--- config.mk ---
export PLATFORM = sky130hd
export DESIGN_NAME = clk_div_ctrl
export DESIGN_NICKNAME = d
export VERILOG_FILES = /design/src/rtl/clk_div_pkg.sv /design/src/rtl/clk_div_core.sv /design/src/rtl/clk_div_ctrl.sv
export SDC_FILE = /design/constraint.sdc
export NUM_CORES = 1
export LEC_CHECK = 0
export CORE_MARGIN = 1.5
export CORE_UTILIZATION = 40
export CTS_CLUSTER_SIZE = 25
export DETAILED_ROUTE_END_ITERATION = 10
export GPL_ROUTABILITY_DRIVEN = 0
export PLACE_DENSITY = 0.57
export RECOVER_POWER = 50
export SYNTH_ARGS = -nofsm -noshare
export SYNTH_HDL_FRONTEND = slang
export SYNTH_HIERARCHICAL = 1
export SYNTH_SLANG_ARGS = --single-unit
--- constraint.sdc ---
create_clock -name clk_in -period 10.6 [get_ports clk_in]
set_input_delay 2.12 -clock clk_in [delete_from_list [all_inputs] [get_ports clk_in]]
set_output_delay 2.12 -clock clk_in [all_outputs]
set_load 0.005 [all_outputs]
--- src/rtl/clk_div_pkg.sv ---
// Shared types and default ratios for the runtime-programmable clock divider.
package clk_div_pkg;

  typedef enum logic [1:0] {
    StIdle,
    StRun,
    StPend,
    StStop
  } state_e;

  localparam int unsigned DefDivRatio = 10;
  localparam int unsigned MinDivRatio = 2;

endpackage

--- src/rtl/clk_div_core.sv ---
// Divider datapath: period counter, duty compare and registered clk_out/tick.
module clk_div_core #(
  parameter int unsigned CNT_W = 16
) (
  input  logic             clk_i,
  input  logic             rst_ni,
  input  logic             run_i,
  input  logic             load_i,
  input  logic [CNT_W-1:0] div_i,
  output logic             wrap_o,
  output logic             clk_out_o,
  output logic             tick_o
);

  logic [CNT_W-1:0] cnt_q, cnt_d;
  logic             clk_out_q, clk_out_d;
  logic             tick_q, tick_d;

  assign wrap_o    = (cnt_q == div_i - CNT_W'(1));
  assign clk_out_o = clk_out_q;
  assign tick_o    = tick_q;

  // A stopped divider parks at cnt=0 with clk_out low; load restarts a fresh period.
  always_comb begin
    cnt_d     = '0;
    clk_out_d = 1'b0;
    tick_d    = 1'b0;
    if (run_i) begin
      if (!load_i && !wrap_o) begin
        cnt_d = cnt_q + CNT_W'(1);
      end
      clk_out_d = (cnt_d < (div_i >> 1));
      tick_d    = (cnt_d == '0) && clk_out_d;
    end
  end

  always_ff @(posedge clk_i or negedge rst_ni) begin
    if (!rst_ni) begin
      cnt_q     <= '0;
      clk_out_q <= 1'b0;
      tick_q    <= 1'b0;
    end else begin
      cnt_q     <= cnt_d;
      clk_out_q <= clk_out_d;
      tick_q    <= tick_d;
    end
  end

endmodule

--- src/rtl/clk_div_ctrl.sv ---
// Configuration sequencer: ratio handshake, shadow register and start/stop FSM
// wrapped around the divider datapath.
module clk_div_ctrl
  import clk_div_pkg::*;
#(
  parameter int unsigned CNT_W   = 16,
  parameter int unsigned DEF_DIV = DefDivRatio,
  parameter int unsigned MIN_DIV = MinDivRatio
) (
  input  logic             clk_in,
  input  logic             rst,
  input  logic             en,
  input  logic             cfg_valid,
  input  logic [CNT_W-1:0] cfg_div,
  output logic             cfg_ready,
  output logic             clk_out,
  output logic             tick,
  output logic             busy,
  output logic             cfg_err
);

  state_e           state_q, state_d;
  logic [CNT_W-1:0] div_q, div_d;
  logic [CNT_W-1:0] shadow_q, shadow_d;
  logic             pend_q, pend_d;
  logic             cfg_err_q, cfg_err_d;
  logic             xfer, legal, load, wrap;

  assign cfg_ready = (state_q == StIdle) || (state_q == StRun);
  assign busy      = (state_q != StIdle);
  assign xfer      = cfg_valid & cfg_ready;
  assign legal     = (cfg_div >= CNT_W'(MIN_DIV));
  assign cfg_err   = cfg_err_q;

  always_comb begin
    state_d   = state_q;
    div_d     = div_q;
    shadow_d  = shadow_q;
    pend_d    = pend_q;
    cfg_err_d = xfer & ~legal;
    load      = 1'b0;
    unique case (state_q)
      StIdle: begin
        if (xfer && legal) begin
          div_d = cfg_div;
        end
        if (en) begin
          state_d = StRun;
          load    = 1'b1;
        end
      end
      StRun: begin
        if (xfer && legal) begin
          shadow_d = cfg_div;
          pend_d   = 1'b1;
        end
        if (!en) begin
          state_d = StStop;
        end else if (xfer && legal) begin
          state_d = StPend;
        end
      end
      StPend: begin
        if (wrap) begin
          div_d   = shadow_q;
          pend_d  = 1'b0;
          state_d = en ? StRun : StStop;
        end else if (!en) begin
          state_d = StStop;
        end
      end
      StStop: begin
        // A ratio captured alongside the stop request still takes effect.
        if (wrap) begin
          if (pend_q) begin
            div_d  = shadow_q;
            pend_d = 1'b0;
          end
          state_d = StIdle;
        end
      end
      default: state_d = StIdle;
    endcase
  end

  always_ff @(posedge clk_in or negedge rst) begin
    if (!rst) begin
      state_q   <= StIdle;
      div_q     <= CNT_W'(DEF_DIV);
      shadow_q  <= '0;
      pend_q    <= 1'b0;
      cfg_err_q <= 1'b0;
    end else begin
      state_q   <= state_d;
      div_q     <= div_d;
      shadow_q  <= shadow_d;
      pend_q    <= pend_d;
      cfg_err_q <= cfg_err_d;
    end
  end

  clk_div_core #(
    .CNT_W (CNT_W)
  ) u_core (
    .clk_i     (clk_in),
    .rst_ni    (rst),
    .run_i     (state_d != StIdle),
    .load_i    (load),
    .div_i     (div_q),
    .wrap_o    (wrap),
    .clk_out_o (clk_out),
    .tick_o    (tick)
  );

endmodule

Yosys cells after proc, flatten, opt, wreduce, memory -nomap -nowiden
Index checks and enable logic that the tools add are counted.
W data, S select, Z words.
{"block": "op_classes", "addsub": 2, "order_cmp": 2, "eq_ne": 10, "muxes": 23, "bitwise_logic": 3, "n_reduce_logical": 16}
{"cell": "$mux W16", "n": 7}
{"cell": "$pmux W16 S3", "n": 1}
{"cell": "$add A16 B1 Y16 const B", "n": 1}
{"cell": "$eq A16 B16 Y1", "n": 1}
{"cell": "$ge A16 B2 Y1 const B", "n": 1}
{"cell": "$logic_not A16 Y1", "n": 1}
{"cell": "$lt A16 B15 Y1", "n": 1}
{"cell": "$sub A16 B1 Y16 const B", "n": 1}
{"cell": "$mux W2", "n": 7}
{"cell": "$ne A2 B1 Y1 const B", "n": 5}
{"cell": "$pmux W2 S4", "n": 1}
{"cell": "$mux W1", "n": 6}
{"cell": "$reduce_bool A2 Y1", "n": 3}
{"cell": "$reduce_and A5 Y1", "n": 1}
{"cell": "$eq A2 B2 Y1 const B", "n": 2}
{"cell": "$logic_and A1 B1 Y1", "n": 3}
{"cell": "$reduce_and A3 Y1", "n": 1}
{"cell": "$reduce_bool A3 Y1", "n": 1}
{"cell": "$and A1 B1 Y1", "n": 2}
{"cell": "$eq A2 B1 Y1 const B", "n": 1}
{"cell": "$logic_not A1 Y1", "n": 2}
{"cell": "$logic_not A2 Y1", "n": 1}
{"cell": "$ne A2 B2 Y1 const B", "n": 1}
{"cell": "$pmux W1 S2", "n": 1}
{"cell": "other kinds (4)", "n": 4}
{"block": "word_totals", "register_bits": 54, "in_bits": 20, "word_cells": 64}

Logic depth before layout (Yosys ltp)
Gate-level depths: netlist (run 1).
{"block": "logic_depth", "depth_word": 12, "mapped_depth": 16, "mapped_depth_nobuf": 15}

Cells and area by module
The synthesis (run 1) kept the hierarchy.
{"mod": "clk_div_core", "n_inst": 1, "cells_per_inst": 254, "area_each_um2": 2083.2, "seq_area_each_um2": 450.4}
{"mod": "clk_div_ctrl", "n_inst": 1, "cells_per_inst": 117, "area_each_um2": 1755.4, "seq_area_each_um2": 903.4}

Worst setup path before layout (run 1)
Ideal clock, no wire load.
{"block": "synth_timing", "kind": "input port to flip-flop", "from": "in en", "to": "reg u_core.tick_q, in the netlist u_core/tick_o", "arrival_time_ps": 3976, "path_slack_ps": 6537, "cell_stages": 11, "n_path_buf": 1, "cell_sequence": "and3_1 -> a41oi_4 -> buf_6 -> and2_1 -> ha_1 -> a21o_1 -> a221oi_1 -> o21ai_0 -> a22oi_1 -> a41oi_1 -> a211oi_2"}
{"block": "synth_via", "elab_chain_cells": 9, "elab_cells_between_ends": 17, "classes_between": "1 x order compare; 11 x mux; 5 x reduce/logical"}
{"element": "from (decl)", "line_no": "clk_div_ctrl.sv:12", "rtl": "input logic en,"}
{"element": "$mux W1", "line_no": "clk_div_ctrl.sv:47", "rtl": "if (en) begin"}
{"element": "$mux W1", "line_no": "clk_div_ctrl.sv:42", "rtl": "unique case (state_q)"}
{"element": "$logic_not A1 Y1", "line_no": "clk_div_core.sv:29", "rtl": "if (!load_i && !wrap_o) begin"}
{"element": "$logic_and A1 B1 Y1", "line_no": "clk_div_core.sv:29"}
{"element": "$mux W16", "line_no": "clk_div_core.sv:29"}
{"element": "$mux W16", "line_no": "clk_div_core.sv:28", "rtl": "if (run_i) begin"}
{"element": "$lt A16 B15 Y1 or $logic_not A16 Y1 (tied branches)", "line_no": "clk_div_core.sv:32, clk_div_core.sv:33"}
{"element": "$logic_and A1 B1 Y1", "line_no": "clk_div_core.sv:33", "rtl": "tick_d = (cnt_d == '0) && clk_out_d;"}
{"element": "$mux W1 *", "line_no": "clk_div_core.sv:28"}
{"element": "net u_core.tick_d", "line_no": "clk_div_core.sv:17", "rtl": "logic tick_q, tick_d;"}
{"element": "to (signal assigned)", "line_no": "clk_div_core.sv:45", "rtl": "tick_q <= tick_d;"}
{"element": "to (decl)", "line_no": "clk_div_core.sv:17"}
The timed path passes the listed nets; every way through them passes the cells marked *. The select of a mux whose other input is x is not followed.
A chain may end at the register's enable or synchronous reset.

Final worst setup path (run 1)
{"block": "layout_timing", "from": "in en", "to": "reg u_core.tick_q, in the netlist u_core/tick_o"}
{"block": "layout_via", "elab_chain_cells": 9, "elab_cells_between_ends": 17, "classes_between": "1 x order compare; 11 x mux; 5 x reduce/logical"}
{"element": "$mux W1 *", "line_no": "clk_div_ctrl.sv:47"}
{"element": "$mux W1 *", "line_no": "clk_div_ctrl.sv:42"}
{"element": "net load", "line_no": "clk_div_ctrl.sv:27", "rtl": "logic xfer, legal, load, wrap;"}
{"element": "$logic_not A1 Y1 *", "line_no": "clk_div_core.sv:29"}
{"element": "$logic_and A1 B1 Y1 *", "line_no": "clk_div_core.sv:29"}
{"element": "$mux W16 *", "line_no": "clk_div_core.sv:29"}
{"element": "$mux W16 *", "line_no": "clk_div_core.sv:28"}
{"element": "$lt A16 B15 Y1 or $logic_not A16 Y1 (tied branches)", "line_no": "clk_div_core.sv:32, clk_div_core.sv:33"}
{"element": "$logic_and A1 B1 Y1 *", "line_no": "clk_div_core.sv:33"}
{"element": "$mux W1 *", "line_no": "clk_div_core.sv:28"}
{"element": "net u_core.tick_d", "line_no": "clk_div_core.sv:17"}
Marked as above.

==> run_results.csv, run 1 <==
group,metric,value,unit
sta,fmax,0.218,GHz
worst_hold_path,whs_endpoint,"pend_q",
sta,hold_viol_final,0,
sta,tns,0,ns
pwr,powerDensity,244,mW/mm^2
global_routing,grt_antenna_before_repair,0,
global_routing,grt_pass1_vias,2843,
finish,final_util,45.2,%
logic_synthesis,yosysSeqAreaShare,35.3,%
floorplanning,initial_core_util,41.3,%
floorplanning,die_area,0.0102,sq mm
clock_tree,cts_tree,"done",
critical_path,reg2reg_to,"u_core/tick_o",
pwr,ir_worst_vdd,94.3,uV
clock_tree,ctsHtreeMaxLevel,2,
logic_synthesis,synth_compound_area_share,9.88,%
critical_path,rrSetupSlack,6.45,ns
critical_path,crit_type,"input port to register",
sta,slew_violations,55,
logic_synthesis,synthAdderAreaFrac,5.22,%
floorplanning,coreArea,0.00928,sq mm
sta,finalCriticalPeriod,4.59,ns
logic_synthesis,ys_ff_latch,54,
clock_tree,clkTransAtPathRegs,0.10,ns
sta,tightest_slew,3.01,ns
logic_synthesis,yosys.area_share.xor_xnor,7.53,%
critical_path,critPathRequiredTime,10.82,ns
status,violations,"max-capacitance violations, max-slew violations",
clock_tree,cts_buffers,5,
run,cap_violations,1,
logic_synthesis,yosys.area_share.simple,20.0,%
finish,antenna_cells,0,
clock_tree,cts_resized,0,
sta,fin_skew,0.00507,ns
clock_tree,cts_hold_buf,0,
detailed_routing,drc,0,
sta,slew_headroom,-100,%
logic_synthesis,synth_top_family_by_area,"simple AND/OR/NAND/NOR gates",
logic_synthesis,synth_fp_nets,407,
placed_design,dpl.hpwl,6320,microns
global_routing,overflow,0,
critical_path,cp_slowest_cell,"clkdlybuf4s50_1",
logic_synthesis,synth_area,0.00384,sq mm
floorplanning,die_height,101,microns
floorplanning,ios,25,
finish,drive_gt1_share,19.6,%
critical_path,r2r_cells,13,
critical_path,r2r_start,"div_q[0]",
critical_path,worstPathMaxFanout,15,
logic_synthesis,postSynthAreaPerCell,10.3,sq um
finish,nNetsFinal,418,
detailed_routing,drt_iter0_drc,122,
floorplanning,fp.dieW,101,microns
clock_tree,cts_root_buf,"clkbuf_8",
sta,finalCritPeriodShare,43.3,%
detailed_routing,dr_total_vias,2775,
logic_synthesis,synth_edf_count,0,
logic_synthesis,synth_cell_types,57,
clock_tree,cts_buffer_depth,2,
sta,setup_viol,0,
worst_hold_path,min_path_cells,1,
detailed_routing,drt_wl_total,8600,microns
placed_design,dpl_cell_area,0.00410,sq mm
clock_tree,clock-sinks,54,
worst_hold_path,worstHoldPathType,"register to register",
finish,design_area,0.00420,sq mm
detailed_routing,antenna_left,0,
clock_tree,cts_setup_buffers,0,
finish,syn2layout_area_growth,9.42,%
detailed_routing,wire_per_inst,16.8,microns
logic_synthesis,synth_mux_area_share,16.0,%
critical_path,max_stage_delay,0.50,ns
logic_synthesis,synth_warnings,6,
floorplanning,rows,35,
sta,grt_setup_unrepaired,"no",
critical_path,worstPathCellList,"clkdlybuf4s50_1 -> and3_1 -> a41oi_4 -> and2_1 -> ha_1 -> a21o_1 -> a221oi_1 -> o21ai_0 -> a22oi_1 -> a41oi_1 -> a211oi_2",
global_routing,grt_use_total,18.3,%
placed_design,io_buffers,24,
status,status,"complete, but fails checks",
critical_path,arrival,4.81,ns
pwr,power_leakage,0.00175,uW
logic_synthesis,ys_async_sr_fraction,100,%
global_routing,grt_max_degree,55,
detailed_routing,viasPerCell,5.42,
worst_hold_path,hp-start,"pend_q",
critical_path,crit_start,"en",
logic_synthesis,synth_flop_cell,"dfrtp_1",
global_routing,grt_pass1_wl,14700,microns
critical_path,worstSetupStartpointType,"input port",
logic_synthesis,synthCells,371,
clock_tree,clock_latency,0.30,ns
critical_path,endpoint_kind,"register",
detailed_routing,drt_first_pass_iters,4,
final cells by class:
type / count / area (sq um)
Sequential cell: 54 / 1350
Fill cell: 938 / 5080
Multi-Input combinational cell: 272 / 2250
Clock inverter: 2 / 37.5
Inverter: 24 / 90.1
Clock buffer: 6 / 72.6
Tap cell: 129 / 161
Timing Repair Buffer: 25 / 239
how the worst max path moves through the flow:
stage	slack (ns)	cells after the start	to
2_1_floorplan	6.54	11	u_core/tick_o
3_3_place_gp	5.80	11	u_core/tick_o
3_5_place_dp	5.71	11	u_core/tick_o
4_1_cts	6.02	11	u_core/tick_o
5_1_grt	5.36	2	u_core/cnt_q[3]
6_report	6.01	11	u_core/tick_o
state kept, by name (all words and copies together) (netlist names):
name and count:
u_core/cnt_q 16, state_q 2, u_core/clk_out_o 1, div_q 16, shadow_q 16, u_core/tick_o 1, cfg_err 1, pend_q 1
power breakdown:
group / switching (uW) / leakage (uW) / internal (uW)
Combinational: 249 / 0.00102 / 265
Sequential: 95.1 / 0.000675 / 275
Clock: 70.1 / 0.0000514 / 70.7
cells in the final DEF, fill, tap and decap left out, drive strengths merged, types with 4 or more instances in the layout:
cell           count
nand4              8
clkbuf             7
a21oi             10
nor4              11
nand2             15
dfrtp             52
and2               7
a31oi              5
ha                16
nor2b              4
xor2              13
nand3              5
o21ai             10
xnor2             20
and3              14
nor3              14
mux2              49
clkdlybuf4s50     22
nor2              18
nor3b              9
inv               24
critical path, delay by kind of cell:
kind	cells	cell delay, ns
buffers and inverters	1	0.50
adders and majority gates	1	0.24
AOI/OAI and AO/OA	7	1.46
and+or+nand+nor	2	0.50
logic make-up after synthesis:
logic type,count (synthesis)
xor+xnor,33
simple gates,124
fa+ha+maj,16
flops,54
buf+inv,45
compound gates,50
mux,49
cells in the mapped netlist (2+ instances only):
cell type / number / area, sq um
a211o_1: 3 / 26.3
a211oi_1: 2 / 15.0
a21o_1: 2 / 15.0
a21oi_1: 10 / 50.1
a31oi_1: 5 / 31.3
and2_1: 7 / 43.8
and3_1: 14 / 87.6
and4_1: 3 / 26.3
buf_2: 2 / 10.0
buf_6: 6 / 67.6
clkbuf_1: 12 / 45.0
dfrtp_1: 52 / 1300
dfstp_2: 2 / 52.6
ha_1: 16 / 200
inv_1: 24 / 90.1
mux2_2: 32 / 360
mux2_4: 17 / 255
nand2_1: 15 / 56.3
nand2b_1: 2 / 12.5
nand3_1: 5 / 25.0
nand4_1: 8 / 50.1
nor2_1: 18 / 67.6
nor2b_1: 4 / 25.0
nor3_1: 14 / 70.1
nor3b_1: 6 / 45.0
nor3b_2: 3 / 37.5
nor4_1: 6 / 37.5
nor4_2: 4 / 50.1
nor4b_1: 2 / 17.5
o211ai_1: 2 / 15.0
o21a_1: 3 / 22.5
o21ai_0: 10 / 50.1
or3_1: 3 / 18.8
or4_1: 3 / 22.5
xnor2_1: 20 / 175
xor2_1: 13 / 114
stage by stage:
| step | hold WS (ns) | power, uW | worst slack (ns) | cells |
|---|---|---|---|---|
| after floorplan | 0.449 | 762 | 6.54 | 371 |
| after global placement | 0.460 | 868 | 5.80 | 504 |
| after detailed placement | 0.467 | 882 | 5.71 | 504 |
| after CTS | 0.493 | 1030 | 6.02 | 512 |
| after global routing | 0.520 | 1110 | 5.36 | 512 |
| final | 0.488 | 1020 | 6.01 | 512 |
layer usage:
metal | vias to the layer above | GRT usage (%) | part of all wire [%]
met4 | 0 | 3.95 | 0.55
met2 | 40 | 29.7 | 47
met1 | 1366 | 26.5 | 49
met5 | - | 0 | 0
li1 | 1367 | - | -
met3 | 2 | 1.87 | 3.1
(Power assumes the default switching activity.)
==> run 2: changes to the inputs <==
--- a/config.mk
+++ b/config.mk
@@ -10,7 +10,7 @@
 export CTS_CLUSTER_SIZE = 25
 export DETAILED_ROUTE_END_ITERATION = 10
 export GPL_ROUTABILITY_DRIVEN = 0
-export PLACE_DENSITY = 0.57
+export PLACE_DENSITY = 0.59
 export RECOVER_POWER = 50
 export SYNTH_ARGS = -nofsm -noshare
 export SYNTH_HDL_FRONTEND = slang
==> constraint.sdc (replaced) <==
create_clock -name clk_in -period 4 [get_ports clk_in]
set_input_delay 0.8 -clock clk_in [delete_from_list [all_inputs] [get_ports clk_in]]
set_output_delay 0.8 -clock clk_in [all_outputs]
set_load 0.005 [all_outputs]
==> run 2 against run 1 <==
  * The flow still finishes with violations (max-capacitance violations, max-slew violations)
  * Die area unchanged
  * Worst hold slack improved by 0.0092 ns
  * Non-clock buffer count increased by 26
  * Design area increased by 6.0%
  * Clock skew increased by 0.0031 ns
  * Clock power increased by 140%
  * Cell count increased by 5.1%
  * Sequential power increased to 2.5 times the previous value
  * Register-to-register slack got worse by 6.3 ns
  * Combinational power increased to 2.9 times the previous value
  * Largest cell class unchanged
==> run_results.csv, run 2 (same netlist as run 1, synthesis figures left out) <==
group,metric,value,unit
status,status,"complete, but fails checks",
status,violations,"max-capacitance violations, max-slew violations",
sta,hold_viol_final,0,
global_routing,grt_use_total,18.9,%
worst_hold_path,min_path_cells,1,
pwr,power_leakage,0.00189,uW
global_routing,grt_pass1_wl,15000,microns
sta,slew_headroom,-18.9,%
critical_path,rrSetupSlack,0.17,ns
detailed_routing,wire_per_inst,16.5,microns
detailed_routing,viasPerCell,5.48,
finish,antenna_cells,0,
floorplanning,ios,25,
critical_path,endpoint_kind,"register",
detailed_routing,wl_met3,159,microns
finish,top_regs,"div_q: 16 flops, shadow_q: 16 flops, u_core/cnt_q: 16 flops",
finish,drive_gt1_share,27.1,%
detailed_routing,top_layer,"met4",
sta,setup_viol,0,
detailed_routing,drt_wl_total,8880,microns
finish,final_cell_mix,"51 x dfrtp_1, 32 x mux2_2, 24 x buf_4",
clock_tree,cts_buffer_depth,2,
sta,tightest_slew,1.78,ns
pwr,ir_worst_vdd,276,uV
floorplanning,fp.dieW,101,microns
finish,finalNonFillerCells,538,
sta,slew_violations,32,
clock_tree,clkTransAtPathRegs,0.10,ns
critical_path,crit_buf_inv,2,
finish,design_area,0.00445,sq mm
sta,tns,0,ns
critical_path,reg2reg_to,"u_core/tick_o",
finish,mostFrequentLayoutCell,"dfrtp_1",
critical_path,r2r_cells,16,
pwr,powerDensity,627,mW/mm^2
floorplanning,rows,35,
sta,finalCritPeriodShare,95.8,%
floorplanning,die_area,0.0102,sq mm
finish,seq_area,0.00136,sq mm
placed_design,dpl_cell_area,0.00419,sq mm
clock_tree,cts_buffers,5,
placed_design,io_buffers,24,
clock_tree,cts_tree,"done",
critical_path,arrival,4.06,ns
clock_tree,cts_root_buf,"clkbuf_8",
clock_tree,clock-sinks,54,
floorplanning,die_height,101,microns
placed_design,dp_cells,516,
worst_hold_path,whs_endpoint,"pend_q",
pwr,power,2790,uW
clock_tree,ctsHtreeMaxLevel,2,
critical_path,cp_slowest_cell,"dfstp_2",
critical_path,worstSetupStartpointType,"register",
detailed_routing,drt_iter0_drc,101,
global_routing,grt_max_degree,32,
detailed_routing,met1_length,4160,microns
critical_path,worstPathMaxFanout,8,
global_routing,grt_pass1_vias,2907,
sta,fin_skew,0.00814,ns
global_routing,overflow,0,
critical_path,cp_top_family,"simple AND/OR/NAND/NOR gates",
run,cap_violations,1,
placed_design,dpl.hpwl,6550,microns
floorplanning,initial_core_util,41.3,%
critical_path,worstPathCellList,"inv_2 -> ha_2 -> xor2_1 -> nand2_1 -> or4_4 -> nor4_4 -> a41o_4 -> buf_12 -> nor2_1 -> ha_1 -> a211o_1 -> a21oi_1 -> o21ai_1 -> o211ai_1 -> nand4b_1 -> a211oi_2",
detailed_routing,drt_first_pass_iters,4,
finish,fillCellCount,888,
global_routing,grt_antenna_before_repair,0,
finish,multi_input_area,0.00230,sq mm
clock_tree,clock_latency,0.32,ns
sta,fmax,0.261,GHz
critical_path,r2r_start,"div_q[1]",
clock_tree,cts_hold_buf,0,
detailed_routing,routed-wl-met2,4420,microns
worst_hold_path,worstHoldPathType,"register to register",
finish,syn2layout_area_growth,16.0,%
critical_path,max_stage_delay,0.59,ns
worst_hold_path,hp-start,"pend_q",
critical_path,crit_type,"register to register",
finish,nNetsFinal,444,
detailed_routing,drc,0,
floorplanning,coreArea,0.00928,sq mm
detailed_routing,dr_total_vias,2949,
sta,finalCriticalPeriod,3.83,ns
critical_path,critPathRequiredTime,4.23,ns
detailed_routing,antenna_left,0,
run 2: changes by cell type in the layout (fill, tap and decap cells not counted), sizes merged:
cell and change:
buf +25, bufinv -1, clkbuf +1, clkdlybuf4s50 -1, dlygate4sd3 +1, inv +1
run 2: metal layers:
metal  track usage (%)  vias to the layer above
met5                 0                        -
met4              5.45                        0
met3              2.57                        9
met2              31.6                       38
met1              25.7                     1485
li1                  -                     1417
run 2: final cells by class:
type / count / share of cell area, %
multi-input combinational: 272 / 51.6
clock buffer: 6 / 1.85
tap: 129 / 3.62
clock inverter: 2 / 0.365
sequential: 54 / 30.4
inverter: 24 / 2.02
timing repair buffer: 51 / 10.1
run 2: repair_timing:
item                                    CTS  global route
buffers inserted                          0            14
resized for setup                         0            16
endpoints found under the setup margin    0             2
run 2: worst reg2reg max path: cells and delay by family (launching register included):
kind,cells,cell delay (ns)
and+or+nand+nor,5,1.11
AOI/OAI and AO/OA,6,1.11
buffers and inverters,2,0.18
xor gates and xnor gates,1,0.13
DFF,1,0.59
adders and majority gates,2,0.64
run 2: worst max path at each step:
stage / startpoint / depth (start not counted) / to / slack, ns
after floorplan: div_q[0] / 16 / u_core/tick_o / 0.32
after global placement: div_q[1] / 15 / u_core/tick_o / 0.17
after detailed placement: div_q[0] / 15 / u_core/tick_o / 0.09
after CTS: div_q[0] / 15 / u_core/tick_o / 0.03
after global routing: div_q[1] / 15 / u_core/tick_o / -0.06
final: div_q[1] / 16 / u_core/tick_o / 0.17
run 2: where the power goes:
part,switching (uW),total [uW],internal [uW]
logic,735,1510,774
clock network,197,341,143
registers,213,943,730
run 2: metrics by stage:
step | utilization, % | hold WS [ns] | setup WS, ns
2_1_floorplan | - | 0.449 | 0.318
3_3_place_gp | 45.1 | 0.462 | 0.171
3_5_place_dp | 45.1 | 0.466 | 0.0855
4_1_cts | 46.2 | 0.490 | 0.0328
5_1_grt | 48.0 | 0.516 | -0.0578
6_report | 48.0 | 0.497 | 0.166
